## config.mk

```make
export PLATFORM = sky130hd
export DESIGN_NAME = cost_feeder
export DESIGN_NICKNAME = d
export VERILOG_FILES = /design/src/rtl/cost_pkg.sv /design/src/rtl/cost_mem.sv /design/src/rtl/cost_feeder.sv
export SDC_FILE = /design/constraint.sdc
export NUM_CORES = 1
export LEC_CHECK = 0
export CAP_MARGIN = 20
export CELL_PAD_IN_SITES_DETAIL_PLACEMENT = 0
export CELL_PAD_IN_SITES_GLOBAL_PLACEMENT = 2
export CORE_ASPECT_RATIO = 0.8
export CORE_MARGIN = 2
export CORE_UTILIZATION = 40
export DETAILED_ROUTE_END_ITERATION = 7
export PLACE_DENSITY = 0.71
export SYNTH_ARGS = -nofsm -noshare
export SYNTH_HDL_FRONTEND = slang
export SYNTH_SLANG_ARGS = --single-unit
```

## constraint.sdc

```tcl
create_clock -name clk -period 4.23 [get_ports clk]
set_input_delay 0.846 -clock clk [delete_from_list [all_inputs] [get_ports clk]]
set_output_delay 0.846 -clock clk [all_outputs]
set_load 0.01 [all_outputs]
```

## src/rtl/cost_pkg.sv

```systemverilog
// cost_pkg: shared sizes and FSM state type for the cost feeder.
package cost_pkg;
    localparam int N      = 8;
    localparam int COST_W = 7;
    localparam int SUM_W  = 13;
    localparam int MIN_W  = 10;
    localparam int CNT_W  = 4;

    typedef enum logic [1:0] {LOAD, SERVE, DONE} state_t;
endpackage

```

## src/rtl/cost_mem.sv

```systemverilog
// cost_mem: 64x7 cost table with one write port and one registered read port.
module cost_mem
    import cost_pkg::*;
(
    input  logic              clk,
    input  logic              rst_n,
    input  logic              we,
    input  logic [5:0]        waddr,
    input  logic [COST_W-1:0] wdata,
    input  logic [5:0]        raddr,
    output logic [COST_W-1:0] rdata
);
    logic [COST_W-1:0] mem [N*N];

    // write port; contents deliberately survive reset
    always_ff @(posedge clk)
        if (we) mem[waddr] <= wdata;

    // registered read port, cleared by reset
    always_ff @(posedge clk)
        if (!rst_n) rdata <= '0;
        else rdata <= mem[raddr];
endmodule

```

## src/rtl/cost_feeder.sv

```systemverilog
// cost_feeder: loads a 64-entry cost table, serves it to an assignment engine and captures its result.
// Optional load checksum is enabled by defining COST_FEEDER_CHK_EN.
module cost_feeder
    import cost_pkg::*;
(
    input  logic              clk,
    input  logic              rst_n,
    input  logic              in_valid,
    input  logic [COST_W-1:0] in_data,
    output logic              in_ready,
    input  logic [SUM_W-1:0]  chk,
    output logic              jam_rst,
    input  logic [2:0]        w,
    input  logic [2:0]        j,
    output logic [COST_W-1:0] cost,
    input  logic              jam_valid,
    input  logic [MIN_W-1:0]  jam_min,
    input  logic [CNT_W-1:0]  jam_cnt,
    output logic              res_valid,
    output logic [MIN_W-1:0]  res_min,
    output logic [CNT_W-1:0]  res_cnt,
    output logic              err
);
    state_t     state;
    logic [5:0] idx;
    logic       accept;
    logic       last;
    logic       load_ok;

    assign accept   = rst_n && in_valid && state == LOAD;
    assign last     = accept && idx == 6'd63;
    assign in_ready = state == LOAD;
    assign jam_rst  = state != SERVE;

`ifdef COST_FEEDER_CHK_EN
    logic [SUM_W-1:0] sum;

    assign load_ok = (sum + SUM_W'(in_data)) == chk;

    // running sum of the current load; restarts whenever a new load begins
    always_ff @(posedge clk)
        if (!rst_n || last || state == DONE) sum <= '0;
        else if (accept) sum <= sum + SUM_W'(in_data);

    // one-cycle pulse when the completed load disagrees with the checksum
    always_ff @(posedge clk)
        if (!rst_n) err <= 1'b0;
        else err <= last && !load_ok;
`else
    logic unused_chk;

    assign unused_chk = ^chk;
    assign load_ok    = 1'b1;
    assign err        = 1'b0;
`endif

    cost_mem u_mem (
        .clk   (clk),
        .rst_n (rst_n),
        .we    (accept),
        .waddr (idx),
        .wdata (in_data),
        .raddr ({w, j}),
        .rdata (cost)
    );

    // load / serve / done sequencing with result capture
    always_ff @(posedge clk)
        if (!rst_n) begin
            state     <= LOAD;
            idx       <= '0;
            res_valid <= 1'b0;
            res_min   <= '1;
            res_cnt   <= '0;
        end else begin
            res_valid <= 1'b0;
            case (state)
                LOAD: if (accept) begin
                    idx <= idx + 6'd1;
                    if (last && load_ok) state <= SERVE;
                end
                SERVE: if (jam_valid) begin
                    res_valid <= 1'b1;
                    res_min   <= jam_min;
                    res_cnt   <= jam_cnt;
                    state     <= DONE;
                end
                default: begin
                    idx   <= '0;
                    state <= LOAD;
                end
            endcase
        end
endmodule

```

# [Yosys cells after proc, flatten, opt, wreduce, memory -nomap -nowiden]
# Memories as Yosys holds them, arrays and structs flattened. A register that Yosys moved wholly into a read port is not among the register bits.
# Index checks and enable logic that the tools add are counted.
# W data, S select, Z words.
[classes] mux=9 addsub=1 bitwise=1 n_eq_ne=6 n_reduce_logical=9
[op_table] operator="$pmux W6 S2" n=1
[op_table] operator="$add A6 B1 Y6 const B" n=1
[op_table] operator="$eq A6 B6 Y1 const B" n=1
[op_table] operator="$mux W2" n=3
[op_table] operator="$mux W6" n=1
[op_table] operator="$ne A2 B1 Y1 const B" n=3
[op_table] operator="$reduce_and A2 Y1" n=3
[op_table] operator="$pmux W2 S2" n=1
[op_table] operator="$logic_and A1 B1 Y1" n=3
[op_table] operator="$mux W1" n=3
[op_table] operator="$reduce_and A3 Y1" n=1
[op_table] operator="$eq A2 B1 Y1 const B" n=1
[op_table] operator="$logic_not A2 Y1" n=1
[op_table] operator="$ne A2 B2 Y1 const B" n=1
[op_table] operator="$logic_not A1 Y1" n=1
[op_table] operator="$not A1 Y1" n=1
[word_totals] inputBits=44 out_inout_bits=25 elab_cells=32 ram_bits=448 mem_count=1 regBits=23
[memory_table] name="u_mem.mem" words=64 width=7 rd=1 rd_clocked_by_memory_dff=1 wr=1 line="cost_mem.sv:13" source="logic [COST_W-1:0] mem [N*N];"

# [Depth between registers and ports, before layout]
[logic_depth] depth_word=6 depth_mapped=8

# [Modules after synthesis]
# Synthesis repeated with hierarchy kept, for this count alone.
[unflattened] hier_cells=931 hier_area_um2=18476.5
[by_module_without_submodules] mod="cost_mem" cells_per_inst=825 n_inst=1 area_per_inst_um2=17566.8
[by_module_without_submodules] mod="cost_feeder" cells_per_inst=106 n_inst=1 area_per_inst_um2=909.6

# [Least setup slack after synthesis]
# OpenSTA, ideal clock, no wires.
[synth_timing] path_kind="in2reg" start="in rst_n" end="mem u_mem.mem[40][0] (enable)" t_arrival_ns=2.390 cell_stages=4 path_buffers=0 required_ns=3.840 slack_ns=1.450 setup_time_ns=0.390 path_cell_list="nand3b_1 > nor2_1 > nand4b_1 > nor4_1"
[synth_between] elab_chain_len=4
[synth_lines] item="start: declaration" line="cost_feeder.sv:7" source="input logic rst_n,"
[synth_lines] item="$logic_and A1 B1 Y1 (2 in a row)" line="cost_feeder.sv:30" source="assign accept = rst_n && in_valid && state == LOAD;"
[synth_lines] item="$mux W1" line="cost_mem.sv:17" source="if (we) mem[waddr] <= wdata;"
[synth_lines] item="$mux W1 (implied by the code)" line="cost_mem.sv:17"
[synth_lines] item="end: declaration" line="cost_mem.sv:13"
# Every way passes these cells.

# [Final worst setup path]
[layout_timing] start="in rst_n" end="mem u_mem.mem[24][4] (enable)"
# The elaborated chain is that of the path after synthesis.

==> flow_metrics.tcl <==
set metrics [dict create \
    period_share 0.723 \
    port_buffers 54 \
    hold_buffers 0 \
    synth_edf_count 448 \
    cts.repair.resized 0 \
    syn_nets 982 \
    setup_tns_ps 0 \
    cts_root_buffer "clkbuf_16" \
    numCtsBuffers 47 \
    drtIter0Drc 819 \
    yosysWarnings 0 \
    drv_cap 0 \
    hold_depth 2 \
    hold_start "res_cnt[1]$_SDFFE_PN0P_" \
    fillers 3856 \
    r2r_end "u_mem.mem[24][4]$_DFFE_PP_" \
    worst-r2r-cell-count 4 \
    drive_gt1_frac 0.223 \
    core_area_um2 45800 \
    grt_overflow 0 \
    max_freq_mhz 327 \
    antenna_left 0 \
    cp.required_ps 4420 \
    first_pass_iters 5 \
    yosysTopAreaCell "edfxtp_1" \
    finalHoldViolCount 0 \
    postCtsSetupRepairBufs 0 \
    utilization 0.468 \
    grt_pass1_wl_mm 63.5 \
    ys_types 48 \
    synthTopCellsByArea "edfxtp_1, mux4_2, dfxtp_1" \
    ir_worst_vdd_mv 0.302 \
    drcViolationCount 0 \
    synth_area_per_cell_um2 19.8 \
    critPathKind "primary input to register" \
    via_count 9207 \
    power_density_nw_per_um2 451 \
    dieHeight_um 197 \
    leakagePower_nw 6.77 \
    timing.reg2reg.setup_slack_ps 1540 \
    synth_flop_cell "edfxtp_1" \
    skew_ps 22.9 \
    grtUsageTotal 0.182 \
    dp_hpwl_mm 27.5 \
    gp_congestion 0.778 \
    critPathLaunchType "primary input" \
    rsz0062_at_grt "false" \
    syn_inst 937 \
    setup_viol 0 \
    multi_input_area_um2 4210 \
    cp_max_fo 9 \
    antenna_cells 0 \
    grt_pass1_vias 9278 \
    cts_buffer_depth 3 \
    status "finished clean" \
    synth_top_area_frac 0.724 \
    routed_wl_mm 43.2 \
    dpl_cell_area_um2 19900 \
    io_pins 69 \
    nNetsFinal 1072 \
    antenna_found_initial 2 \
    htree_levels 2 \
    grt_max_degree 65 \
    synth_seq_area_share 0.756 \
    cp-end-kind "register" \
    maxSlewHeadroom 0.380 \
    cts_tree "yes" \
    clock_sinks 478 \
    wire_per_inst_um 25.8 \
    vias_per_cell 5.50 \
    syn-cell-area_um2 18600 \
    synthArstFlopShare 0 \
    fin_area_um2 21400 \
    row_count 70 \
    min_period_ps 3060 \
    ys_ff_latch 478 \
    drv_slew 0 \
    holdPathEnd "res_cnt[1]$_SDFFE_PN0P_" \
    regArea_um2 14100 \
    die_area_um2 48200 \
    crit_arrival_ps 3240 \
    worstReg2RegStart "state[0]$_SDFFE_PN0P_" \
    die_x_um 245 \
    initial_utilization 0.406 \
    max_slew.worst_pin.slew_ps 927 \
    hold_path_class "register to register" \
    clk_pin_slew_worst_paths_ps 60 \
    total_power_mw 9.66 \
    area_delta_synth_final_pct 15.4 \
    holdWs_ps 460 \
    clock_latency_ps 570 \
]
sequential cells by signal (all words and copies together), names as in the netlist:
signal / cells
idx: 6
res_cnt: 4
res_min: 10
res_valid: 1
state: 2
u_mem.mem: 448
u_mem.rdata: 7
cell type report:
cell class                 count  area share
inverter                       2    0.000350
tap                          612      0.0357
sequential                   478       0.656
clock inverter                26     0.00975
multi-input combinational    402       0.196
clock buffer                  58      0.0587
timing repair buffer          96      0.0435
critical path, cell delays in order:
cell	delay, ps
clkdlybuf4s50_1	480
nand3b_1	270
nor2_1	380
nand3b_1	500
nor2_1	750
cell usage in the layout, fill, tap and decap left out, types with 4 or more instances in the layout:
| cell type | netlist | layout |
|---|---|---|
| edfxtp_1 | 448 | 448 |
| mux4_2 | 114 | 114 |
| nor2_1 | 81 | 81 |
| clkbuf_16 | 0 | 48 |
| nand2_1 | 46 | 46 |
| clkdlybuf4s50_1 | 0 | 44 |
| buf_4 | 17 | 36 |
| dfxtp_1 | 30 | 30 |
| mux2i_1 | 23 | 23 |
| nand3_1 | 16 | 16 |
| o22ai_1 | 16 | 16 |
| clkinv_1 | 0 | 11 |
| nand2b_1 | 10 | 10 |
| clkinv_2 | 0 | 9 |
| or3_1 | 8 | 8 |
| o21ai_0 | 8 | 8 |
| clkbuf_1 | 20 | 8 |
| nand3b_1 | 7 | 7 |
| a21oi_1 | 7 | 7 |
| buf_2 | 9 | 7 |
| buf_12 | 0 | 6 |
| nor3_1 | 5 | 5 |
| a21boi_0 | 4 | 4 |
| and2_1 | 4 | 4 |
| nor2b_1 | 4 | 4 |
| a211oi_1 | 4 | 4 |
stage by stage:
step                setup slack [ps]  instances
floorplan                       1450        937
global placement                 651       1586
detailed placement               584       1586
CTS                             1170       1670
global route                    1060       1674
finish                          1170       1674
synthesized netlist by cell type (4+ instances only):
cell	number
a211oi_1	4
a21boi_0	4
a21oi_1	7
and2_1	4
buf_1	5
buf_2	9
buf_4	17
buf_6	4
clkbuf_1	20
dfxtp_1	30
edfxtp_1	448
mux2i_1	23
mux4_2	114
nand2_1	46
nand2b_1	10
nand3_1	16
nand3b_1	7
nor2_1	81
nor2b_1	4
nor3_1	5
o21ai_0	8
o22ai_1	16
or3_1	8
metal layers:
| metal | routed length [µm] | track usage | vias to the layer above |
|---|---|---|---|
| li1 | - | - | 3995 |
| met1 | 20200 | 0.281 | 4886 |
| met2 | 19800 | 0.273 | 268 |
| met3 | 2510 | 0.0317 | 56 |
| met4 | 659 | 0.0350 | 2 |
| met5 | 13 | 0 | - |
how the worst max path moves through the flow:
stage,startpoint,endpoint,slack (ps)
after floorplan,rst_n,u_mem.mem[40][0]$_DFFE_PP_,1450
after global placement,rst_n,u_mem.mem[8][6]$_DFFE_PP_,650
after detailed placement,rst_n,u_mem.mem[8][6]$_DFFE_PP_,580
after CTS,rst_n,u_mem.mem[8][6]$_DFFE_PP_,1170
after global routing,rst_n,u_mem.mem[56][4]$_DFFE_PP_,1060
final,rst_n,u_mem.mem[24][4]$_DFFE_PP_,1170
cell families (layout without fill, tap and decap cells):
logic type / Yosys count / after routing / synth area share
buffers and inverters: 57 / 182 / 0.0172
AOI/OAI and AO/OA: 62 / 62 / 0.0231
other: 1 / 1 / 0.000202
xor gates and xnor gates: 5 / 5 / 0.00236
adders and majority gates: 1 / 1 / 0.000673
muxes: 140 / 140 / 0.152
and+or+nand+nor: 193 / 193 / 0.0476
DFF: 478 / 478 / 0.756
power breakdown:
group | total, mW | switching, mW | internal (mW)
Clock | 4.00 | 1.71 | 2.29
Sequential | 5.19 | 0.00910 | 5.18
Combinational | 0.470 | 0.275 | 0.194
(Power assumes the default switching activity.)
